### config.mk
export PLATFORM = sky130hd
export DESIGN_NAME = fdma_wr_arbiter4
export DESIGN_NICKNAME = d
export VERILOG_FILES = /design/src/rtl/fdma_wr_arbiter4_pkg.sv /design/src/rtl/fdma_wr_arbiter4_rr_pick4.sv /design/src/rtl/fdma_wr_arbiter4.sv
export SDC_FILE = /design/constraint.sdc
export NUM_CORES = 1
export LEC_CHECK = 0
export CAP_MARGIN = 20
export CORE_AREA = 8 8 139 141
export CTS_CLUSTER_DIAMETER = 200
export DETAILED_ROUTE_END_ITERATION = 8
export DIE_AREA = 0 0 147 149
export GPL_ROUTABILITY_DRIVEN = 0
export PLACE_DENSITY = 0.74
export SYNTH_ARGS = -nofsm -noshare
export SYNTH_HDL_FRONTEND = slang
export SYNTH_SLANG_ARGS = --single-unit
### constraint.sdc
create_clock -name ui_clk -period 3.6 [get_ports ui_clk]
set_input_delay 0.54 -clock ui_clk [delete_from_list [all_inputs] [get_ports ui_clk]]
set_output_delay 0.54 -clock ui_clk [all_outputs]
set_load 0.05 [all_outputs]
### src/rtl/fdma_wr_arbiter4_pkg.sv
// Shared types and helpers for the four-channel FDMA write arbiter.
package fdma_wr_arbiter4_pkg;

  localparam int NCH_FIXED = 4;

  typedef enum logic [1:0] {
    ST_IDLE = 2'd0,
    ST_REQ  = 2'd1,
    ST_BUSY = 2'd2,
    ST_ZACK = 2'd3
  } arb_state_e;

  // Round-robin pointer advance; a 2-bit add wraps 3 -> 0 on its own.
  function automatic logic [1:0] next_ptr(input logic [1:0] g);
    return g + 2'd1;
  endfunction

  function automatic logic [3:0] onehot4(input logic [1:0] i);
    return 4'b0001 << i;
  endfunction

endpackage

### src/rtl/fdma_wr_arbiter4_rr_pick4.sv
// Rotating priority picker: first set request at or after ptr, wrapping mod 4.
module rr_pick4 (
  input  logic [3:0] req,
  input  logic [1:0] ptr,
  output logic [1:0] idx,
  output logic       any
);

  logic [1:0] cand;
  logic       found;

  // Scan upward from ptr and keep the first requester encountered.
  always_comb begin
    idx   = ptr;
    cand  = ptr;
    found = 1'b0;
    for (int k = 0; k < 4; k++) begin
      cand = ptr + 2'(k);
      if (!found && req[cand]) begin
        idx   = cand;
        found = 1'b1;
      end
    end
  end

  assign any = |req;

endmodule

### src/rtl/fdma_wr_arbiter4.sv
// Four-to-one round-robin arbiter in front of the single FDMA write master.
// One burst is forwarded at a time; busy/valid strobes go back to the granted
// writer only, and a watchdog abandons bursts on a hung master.
//
// state | meaning
// ------+-----------------------------------------------------------------
// IDLE  | no burst in flight; requests sampled and a winner latched
// REQ   | fdma_wareq held high, waiting for the master to report busy
// BUSY  | master moving the burst; strobes routed to the granted writer
// ZACK  | zero-length request: one-cycle busy pulse, master never touched
module fdma_wr_arbiter4
  import fdma_wr_arbiter4_pkg::*;
#(
  parameter int          AXI_DATA_WIDTH = 32,
  parameter int          AXI_ADDR_WIDTH = 23,
  parameter int          NCH            = 4,
  parameter int unsigned TMO_CYCLES     = 4096
) (
  input  logic                          ui_clk,
  input  logic                          ui_rst,
  input  logic [NCH*AXI_ADDR_WIDTH-1:0] s_waddr,
  input  logic [NCH-1:0]                s_wareq,
  input  logic [NCH*16-1:0]             s_wsize,
  output logic [NCH-1:0]                s_wbusy,
  input  logic [NCH*AXI_DATA_WIDTH-1:0] s_wdata,
  output logic [NCH-1:0]                s_wvalid,
  output logic [AXI_ADDR_WIDTH-1:0]     fdma_waddr,
  output logic                          fdma_wareq,
  output logic [15:0]                   fdma_wsize,
  input  logic                          fdma_wbusy,
  output logic [AXI_DATA_WIDTH-1:0]     fdma_wdata,
  input  logic                          fdma_wvalid,
  output logic [1:0]                    grant_o,
  output logic                          err_tmo,
  output logic                          err_zero
);

  // Counter must be able to hold TMO_CYCLES-1; it saturates at all-ones.
  localparam int          WD_W    = (TMO_CYCLES < 2) ? 1 : $clog2(TMO_CYCLES + 1);
  localparam int unsigned TMO_LIM = (TMO_CYCLES == 0) ? 0 : TMO_CYCLES - 1;
  localparam logic [WD_W-1:0] TMO_LIM_V = TMO_LIM[WD_W-1:0];

  arb_state_e                state_q,    state_d;
  logic [1:0]                rr_ptr_q,   rr_ptr_d;
  logic [1:0]                grant_q,    grant_d;
  logic                      wareq_q,    wareq_d;
  logic [AXI_ADDR_WIDTH-1:0] waddr_q,    waddr_d;
  logic [15:0]               wsize_q,    wsize_d;
  logic [WD_W-1:0]           wdog_q,     wdog_d;
  logic                      err_tmo_q,  err_tmo_d;
  logic                      err_zero_q, err_zero_d;

  logic [1:0]                pick_idx;
  logic                      pick_any;
  logic [AXI_ADDR_WIDTH-1:0] cand_addr;
  logic [15:0]               cand_size;
  logic                      wdog_hit;

  rr_pick4 u_pick (
    .req (s_wareq[3:0]),
    .ptr (rr_ptr_q),
    .idx (pick_idx),
    .any (pick_any)
  );

  assign cand_addr = s_waddr[int'(pick_idx)*AXI_ADDR_WIDTH +: AXI_ADDR_WIDTH];
  assign cand_size = s_wsize[int'(pick_idx)*16 +: 16];
  assign wdog_hit  = (TMO_CYCLES != 0) && (wdog_q >= TMO_LIM_V);

  // Next-state logic: arbitration in IDLE, handshake and abandon paths elsewhere.
  always_comb begin
    state_d    = state_q;
    rr_ptr_d   = rr_ptr_q;
    grant_d    = grant_q;
    wareq_d    = wareq_q;
    waddr_d    = waddr_q;
    wsize_d    = wsize_q;
    err_tmo_d  = err_tmo_q;
    err_zero_d = err_zero_q;
    unique case (state_q)
      ST_IDLE: begin
        wareq_d = 1'b0;
        if (pick_any) begin
          grant_d = pick_idx;
          waddr_d = cand_addr;
          wsize_d = cand_size;
          if (cand_size != 16'd0) begin
            wareq_d = 1'b1;
            state_d = ST_REQ;
          end else begin
            err_zero_d = 1'b1;
            state_d    = ST_ZACK;
          end
        end
      end
      ST_ZACK: begin
        state_d  = ST_IDLE;
        rr_ptr_d = next_ptr(grant_q);
      end
      ST_REQ: begin
        if (fdma_wbusy) begin
          wareq_d = 1'b0;
          state_d = ST_BUSY;
        end else if (!s_wareq[grant_q]) begin
          wareq_d  = 1'b0;
          state_d  = ST_IDLE;
          rr_ptr_d = next_ptr(grant_q);
        end else if (wdog_hit) begin
          err_tmo_d = 1'b1;
          wareq_d   = 1'b0;
          state_d   = ST_IDLE;
          rr_ptr_d  = next_ptr(grant_q);
        end
      end
      ST_BUSY: begin
        if (!fdma_wbusy) begin
          state_d  = ST_IDLE;
          rr_ptr_d = next_ptr(grant_q);
        end else if (wdog_hit) begin
          err_tmo_d = 1'b1;
          state_d   = ST_IDLE;
          rr_ptr_d  = next_ptr(grant_q);
        end
      end
      default: state_d = ST_IDLE;
    endcase
  end

  // Watchdog: restarts on any state change, counts REQ/BUSY cycles, saturates.
  always_comb begin
    wdog_d = wdog_q;
    if (state_d != state_q) begin
      wdog_d = '0;
    end else if ((state_q == ST_REQ || state_q == ST_BUSY) && (wdog_q != '1)) begin
      wdog_d = wdog_q + WD_W'(1);
    end
  end

  // Strobe routing back to the granted writer; everyone else sees zero.
  always_comb begin
    s_wbusy  = '0;
    s_wvalid = '0;
    unique case (state_q)
      ST_REQ, ST_BUSY: begin
        s_wbusy  = onehot4(grant_q) & {4{fdma_wbusy}};
        s_wvalid = onehot4(grant_q) & {4{fdma_wvalid}};
      end
      ST_ZACK: s_wbusy = onehot4(grant_q);
      default: ;
    endcase
  end

  // State and datapath registers; reset abandons any burst in flight.
  always_ff @(posedge ui_clk) begin
    if (ui_rst) begin
      state_q    <= ST_IDLE;
      rr_ptr_q   <= 2'd0;
      grant_q    <= 2'd0;
      wareq_q    <= 1'b0;
      waddr_q    <= '0;
      wsize_q    <= 16'd0;
      wdog_q     <= '0;
      err_tmo_q  <= 1'b0;
      err_zero_q <= 1'b0;
    end else begin
      state_q    <= state_d;
      rr_ptr_q   <= rr_ptr_d;
      grant_q    <= grant_d;
      wareq_q    <= wareq_d;
      waddr_q    <= waddr_d;
      wsize_q    <= wsize_d;
      wdog_q     <= wdog_d;
      err_tmo_q  <= err_tmo_d;
      err_zero_q <= err_zero_d;
    end
  end

  assign fdma_wdata = s_wdata[int'(grant_q)*AXI_DATA_WIDTH +: AXI_DATA_WIDTH];
  assign fdma_waddr = waddr_q;
  assign fdma_wareq = wareq_q;
  assign fdma_wsize = wsize_q;
  assign grant_o    = grant_q;
  assign err_tmo    = err_tmo_q;
  assign err_zero   = err_zero_q;

endmodule
==> impl_metrics.py, run 1 <==
metrics = {
    "cells_and_area": {
        "fin_nets": 1324,
        "drive_gt1_frac": 0.105,
        "area_growth_syn_to_layout_pct": 76.6,
    },
    "yosys": {
        "syn-cell-area_mm2": 0.00541,
        "yosysWarnings": 0,
        "synth_common_cells": "nand2_1, dfxtp_1, nand3_1",
        "syn_inst": 683,
        "synth.most_common_cell": "nand2_1",
        "synth_seq_area_share": 0.226,
        "ys_top_cells_by_area": "dfxtp_1, mux4_2, nand2_1",
        "netlist.area_leader.share": 0.226,
        "synth.largest_area_cell": "dfxtp_1",
        "synth_edf_count": 0,
        "synthFlopType": "dfxtp_1",
        "ys_seq_elements": 61,
        "synthesis.nets": 985,
        "syn_area_per_cell_um2": 7.91,
        "synth_cell_type_count": 66,
        "synthArstFlopShare": 0,
    },
    "floorplanning": {
        "die_x_um": 147,
        "coreArea_mm2": 0.0171,
        "dieArea_mm2": 0.0219,
        "fp-row-count": 48,
        "start_util": 0.317,
        "die_h_um": 149,
        "io_pins": 376,
    },
    "placement": {
        "dp_hpwl_mm": 21.7,
        "io_buffers": 375,
        "dp_slack_ns": 0.0405,
    },
    "sta": {
        "drv_slew": 0,
        "rsz0062_at_grt": "false",
        "worst_slack_ns": 0.305,
        "setup_viol": 0,
        "fin_crit_sh": 0.915,
        "tightest_slew_ns": 0.859,
        "hold_violations": 0,
        "final.min_clock_period_ns": 3.30,
        "skew_ns": 0.0123,
        "relSlewSlack": 0.425,
        "fmax_ghz": 0.303,
        "finalSetupTns_ns": 0,
    },
    "power_and_ir_drop": {
        "leakage_nw": 3.54,
        "pwr_density_cell_mw_per_mm2": 428,
        "ir_drop_mv": 0.274,
    },
    "critical_path": {
        "crit_arrival_ns": 2.76,
        "critical_path_class": "flop to primary output",
        "worstPathRequired_ns": 3.06,
        "slowest_delay_ns": 0.84,
        "cp-start-kind": "flop",
        "worst-r2r-setup-slack_ns": 0.66,
        "path_max_fanout": 9,
        "crit_chain": "inv_1 > ha_1 > a21oi_1 > nor2_1 > and2_1 > clkdlybuf4s50_1",
        "critPathSlowestCell": "clkdlybuf4s50_1",
        "end_kind": "primary output",
    },
    "routing": {
        "ant_nets": 0,
        "drtPass1Iterations": 5,
        "wl_mm": 26.8,
        "viasPerCell": 5.29,
        "drc": 0,
        "wire_per_inst_um": 21.3,
        "drt_iter0_drc": 377,
        "vias": 6646,
    },
    "global_route": {
        "track_usage": 0.235,
        "grt_pass1_wl_mm": 40.2,
        "antenna_found_initial": 4,
        "grt_max_degree": 55,
        "grt_pass1_vias": 6841,
        "grt_overflow": 0,
    },
    "clock_network": {
        "cts.sinks": 61,
        "cts_root_buffer": "clkbuf_16",
        "cts_resized": 0,
        "cts_buffers": 9,
        "clock_latency_ns": 0.34,
        "clk_path_buf_depth": 2,
        "clk_transition_reported_paths_ns": 0.06,
        "cts-htree-levels": 3,
        "cts_hold_buf": 0,
        "post_cts_buffers": 0,
        "cts_tree": "done",
    },
    "run_status": {
        "status": "finished clean",
    },
    "hold_path": {
        "hp-class": "flop to flop",
    },
    "job": {
        "drv_cap": 0,
    },
}
metrics by stage:
step	hold slack, ns	cells	util	power, mW	area (um^2)
5_1_grt	0.477	1256	0.560	4.31	9550
3_3_place_gp	0.441	1236	0.541	3.20	9240
4_1_cts	0.454	1252	0.559	4.12	9540
2_1_floorplan	0.481	683	-	2.32	5410
3_5_place_dp	0.446	1236	0.541	3.22	9240
6_report	0.453	1256	0.560	4.08	9550
kinds of logic after synthesis:
| group | Yosys count | share of synthesized area |
|---|---|---|
| XOR/XNOR | 11 | 0.0178 |
| adder cells (fa/ha/maj) | 10 | 0.0231 |
| flip-flops | 61 | 0.226 |
| AND/OR/NAND/NOR | 337 | 0.307 |
| buffers and inverters | 69 | 0.0732 |
| multiplexers | 34 | 0.140 |
| AO/OA/AOI/OAI | 161 | 0.213 |
final timing paths:
kind | start | end | cells past startpoint
max reg2reg | grant_o[1] | wdog_q[11] | 8
min reg2reg | fdma_waddr[15] | fdma_waddr[15] | 2
max | state_q[1] | s_wbusy[0] | 6
min | fdma_waddr[15] | fdma_waddr[15] | 2
metal layers:
| metal | vias up | track usage | wire length, um |
|---|---|---|---|
| met5 | - | 0 | 0 |
| met4 | 0 | 0.109 | 1010 |
| met3 | 36 | 0.0765 | 2000 |
| met2 | 280 | 0.391 | 13400 |
| met1 | 3115 | 0.272 | 10400 |
| li1 | 3215 | - | - |
where the power goes:
| group | switching, mW | total, mW | internal (mW) |
|---|---|---|---|
| clock | 0.343 | 0.885 | 0.542 |
| combinational | 1.37 | 2.34 | 0.977 |
| sequential | 0.0751 | 0.855 | 0.780 |
| total | 1.78 | 4.08 | 2.30 |
worst max-delay path: cells and delay by family (launching register included):
family	cells	cell delay [ns]
AND/OR/NAND/NOR	2	0.40
adder cells (fa/ha/maj)	1	0.45
AO/OA/AOI/OAI	1	0.10
buffers and inverters	2	0.99
flip-flops	1	0.49
placed cells by master (no fill, tap or decap), types with 4 or more instances in the layout:
master	count
clkbuf_16	9
dfxtp_1	59
diode_2	4
o22ai_1	5
inv_1	5
o311ai_1	10
a211o_1	10
and4_1	4
nand4_1	5
ha_1	10
o31ai_1	8
o21ai_2	6
xor2_1	10
nand2_1	169
clkdlybuf4s50_1	374
o21ai_0	9
nor2_1	9
a21oi_1	42
o211ai_1	23
a31oi_1	5
and2_1	5
and3_1	30
mux4_2	32
a211o_2	7
nand3_1	46
o21ai_1	5
nor3_1	28
nor2b_1	10
and3_2	11
buf_4	14
a211oi_1	13
registers in the layout, summed over array words and instances, names as in the netlist:
name and flops:
rr_ptr_q 2, err_tmo 1, fdma_wareq 1, fdma_wsize 16, fdma_waddr 23, grant_o 2
err_zero 1, wdog_q 13, state_q 2
layout make-up:
class                   instances  area [um^2]
well taps                     225          282
fillers                      1601         7510
clock buffers                  10          229
flip-flops and latches         61         1220
diodes                          4         10.0
clock inverters                 6         71.3
multi-input cells             553         3800
repair buffers                392         3910
inverters                       5         18.8
No activity file was read; power rests on OpenSTA's default activity.
==> inputs of run 2 (changes only) <==
--- a/config.mk
+++ b/config.mk
@@ -12,6 +12,7 @@
 export DIE_AREA = 0 0 147 149
 export GPL_ROUTABILITY_DRIVEN = 0
 export PLACE_DENSITY = 0.74
+export SKIP_CTS_REPAIR_TIMING = 1
 export SYNTH_ARGS = -nofsm -noshare
 export SYNTH_HDL_FRONTEND = slang
 export SYNTH_SLANG_ARGS = --single-unit
==> results of run 2 <==
No change in the layout: final DEF, timing and power equal those of run 1.
==> inputs of run 3 (changes only) <==
--- a/config.mk
+++ b/config.mk
@@ -12,6 +12,7 @@
 export DIE_AREA = 0 0 147 149
 export GPL_ROUTABILITY_DRIVEN = 0
 export PLACE_DENSITY = 0.74
+export SETUP_SLACK_MARGIN = 0.3
 export SKIP_CTS_REPAIR_TIMING = 1
 export SYNTH_ARGS = -nofsm -noshare
 export SYNTH_HDL_FRONTEND = slang
==> run 3 against run 2 <==
  * Utilization rose by 0.84 points
  * Critical path depth rose by 4
  * Sequential cell count did not move
  * Final area rose by 1.5%
  * Clock skew fell by 0.0023 ns
  * Combinational power rose by 2%
  * Fmax rose by 0.20%
  * Non-clock buffer count rose by 4
  * Global-route usage did not move
==> impl_metrics.py, run 3 (synthesis results as in run 1) <==
metrics = {
    "critical_path": {
        "cp-start-kind": "input port",
        "path_max_fanout": 9,
        "reg2regPathDepth": 9,
        "worstPathRequired_ns": 3.78,
        "end_kind": "flop",
        "crit_arrival_ns": 3.47,
        "timing.rr.end": "wdog_q[11]",
        "critical_path_class": "input port to flop",
        "worst-r2r-setup-slack_ns": 0.61,
        "r2r_start": "rr_ptr_q[1]",
    },
    "placement": {
        "placed_area_mm2": 0.00924,
        "place_inst": 1236,
        "io_buffers": 375,
        "dp_hpwl_mm": 21.7,
    },
    "cells_and_area": {
        "area_growth_syn_to_layout_pct": 79.3,
        "fin_cells": 1263,
        "drive_gt1_frac": 0.124,
        "final_common_cell": "clkdlybuf4s50_1",
        "layout_common_cells": "clkdlybuf4s50_1, nand2_1, dfxtp_1",
        "design_area_mm2": 0.00969,
        "largest_reg_flops": 23,
        "fin_nets": 1331,
    },
    "power_and_ir_drop": {
        "ir_drop_mv": 0.278,
        "pwr_density_cell_mw_per_mm2": 426,
        "p_int_mw": 2.31,
        "switching_share": 0.440,
        "leakage_nw": 3.64,
        "switching_power_mw": 1.82,
        "seq_power_share": 0.207,
        "design_power_total_mw": 4.13,
        "pwr-share-clk": 0.215,
        "combinationalPowerShare": 0.578,
    },
    "run_status": {
        "status": "finished clean",
    },
    "routing": {
        "drtPass1Iterations": 6,
        "wire_per_inst_um": 22.0,
        "vias": 6787,
        "wl_met1_mm": 10.7,
        "wl_met3_mm": 2.30,
        "wl_mm": 27.7,
        "viasPerCell": 5.37,
        "ant_nets": 0,
        "wl_met2_mm": 13.7,
        "drc": 0,
        "drt_iter0_drc": 481,
        "maxUsedRoutingLayer": "met4",
    },
    "global_route": {
        "grt_overflow": 0,
        "grt_pass1_vias": 6841,
        "grt_pass1_wl_mm": 40.2,
        "grt_max_degree": 55,
        "antenna_found_initial": 4,
        "track_usage": 0.235,
    },
    "hold_path": {
        "whs_path_depth": 2,
        "hp-start": "fdma_waddr[15]",
        "whs_endpoint": "fdma_waddr[15]",
        "hp-class": "flop to flop",
    },
    "clock_network": {
        "clock_latency_ns": 0.34,
        "clk_path_buf_depth": 2,
        "cts_tree": "done",
        "clk_transition_reported_paths_ns": 0.06,
        "cts_root_buffer": "clkbuf_16",
        "cts_buffers": 9,
        "cts.sinks": 61,
        "cts-htree-levels": 3,
    },
    "floorplanning": {
        "die_h_um": 149,
        "coreArea_mm2": 0.0171,
        "start_util": 0.317,
        "die_x_um": 147,
        "fp-row-count": 48,
        "io_pins": 376,
        "dieArea_mm2": 0.0219,
    },
    "sta": {
        "drv_slew": 0,
        "final.min_clock_period_ns": 3.29,
        "finalSetupTns_ns": 0,
        "tightest_slew_ns": 0.802,
        "setup_viol": 0,
        "hold_violations": 0,
        "rsz0062_at_grt": "false",
        "fin_crit_sh": 0.914,
        "relSlewSlack": 0.464,
        "fmax_ghz": 0.304,
        "skew_ns": 0.0100,
    },
    "job": {
        "drv_cap": 0,
    },
}
## run 3: changes by cell type in the layout (fill, tap and decap cells not counted), sizes merged
cell           previous run  this run
buf                      18        21
clkbuf                   10        11
clkdlybuf4s50           374       370
dlymetal6s2s              0         4
or4                       1         4
## run 3: layout make-up
type / count / area [um^2]
fill: 1595 / 7370
timing repair buffer: 396 / 3950
multi-input combinational: 556 / 3900
sequential: 61 / 1220
tap: 225 / 282
clock buffer: 10 / 229
clock inverter: 6 / 71.3
inverter: 5 / 18.8
antenna: 4 / 10.0
## run 3: worst max-delay path, stage by stage
cell             delay (ns)
clkdlybuf4s50_1        0.47
and3b_2                0.30
or4_4                  0.62
and3_1                 0.20
a211oi_1               0.33
o22ai_1                0.17
nand4bb_4              0.33
clkbuf_4               0.25
o21ai_2                0.12
o311ai_1               0.13
## run 3: metrics by stage
step	util	worst slack, ns	hold slack [ns]
finish	0.568	0.311	0.453
global route	0.568	0.228	0.477
CTS	0.559	0.283	0.454
detailed placement	0.541	0.0405	0.446
global placement	0.541	0.0840	0.441
floorplan	-	0.730	0.481
## run 3: worst max path at each step
stage	from	endpoint	slack, ns
global placement	s_wareq[0]	wdog_q[1]	0.08
detailed placement	s_wareq[0]	wdog_q[1]	0.04
CTS	state_q[1]	s_wbusy[0]	0.28
finish	s_wareq[0]	wdog_q[11]	0.31
global route	s_wareq[0]	fdma_wareq	0.23
floorplan	grant_o[0]	wdog_q[10]	0.73
## run 3: routing by layer
layer | global-route usage | up-vias
met2 | 0.391 | 301
met3 | 0.0765 | 39
met1 | 0.272 | 3208
met5 | 0 | -
met4 | 0.109 | 0
li1 | - | 3239
## run 3: power by group through the flow
| stage | combinational, mW | sequential [mW] | clock (mW) |
|---|---|---|---|
| after floorplan | 1.16 | 1.17 | 0 |
| after global placement | 2.34 | 0.863 | 0 |
| after detailed placement | 2.35 | 0.867 | 0 |
| after CTS | 2.36 | 0.855 | 0.905 |
| after global routing | 2.54 | 0.871 | 0.937 |
| final | 2.39 | 0.856 | 0.887 |
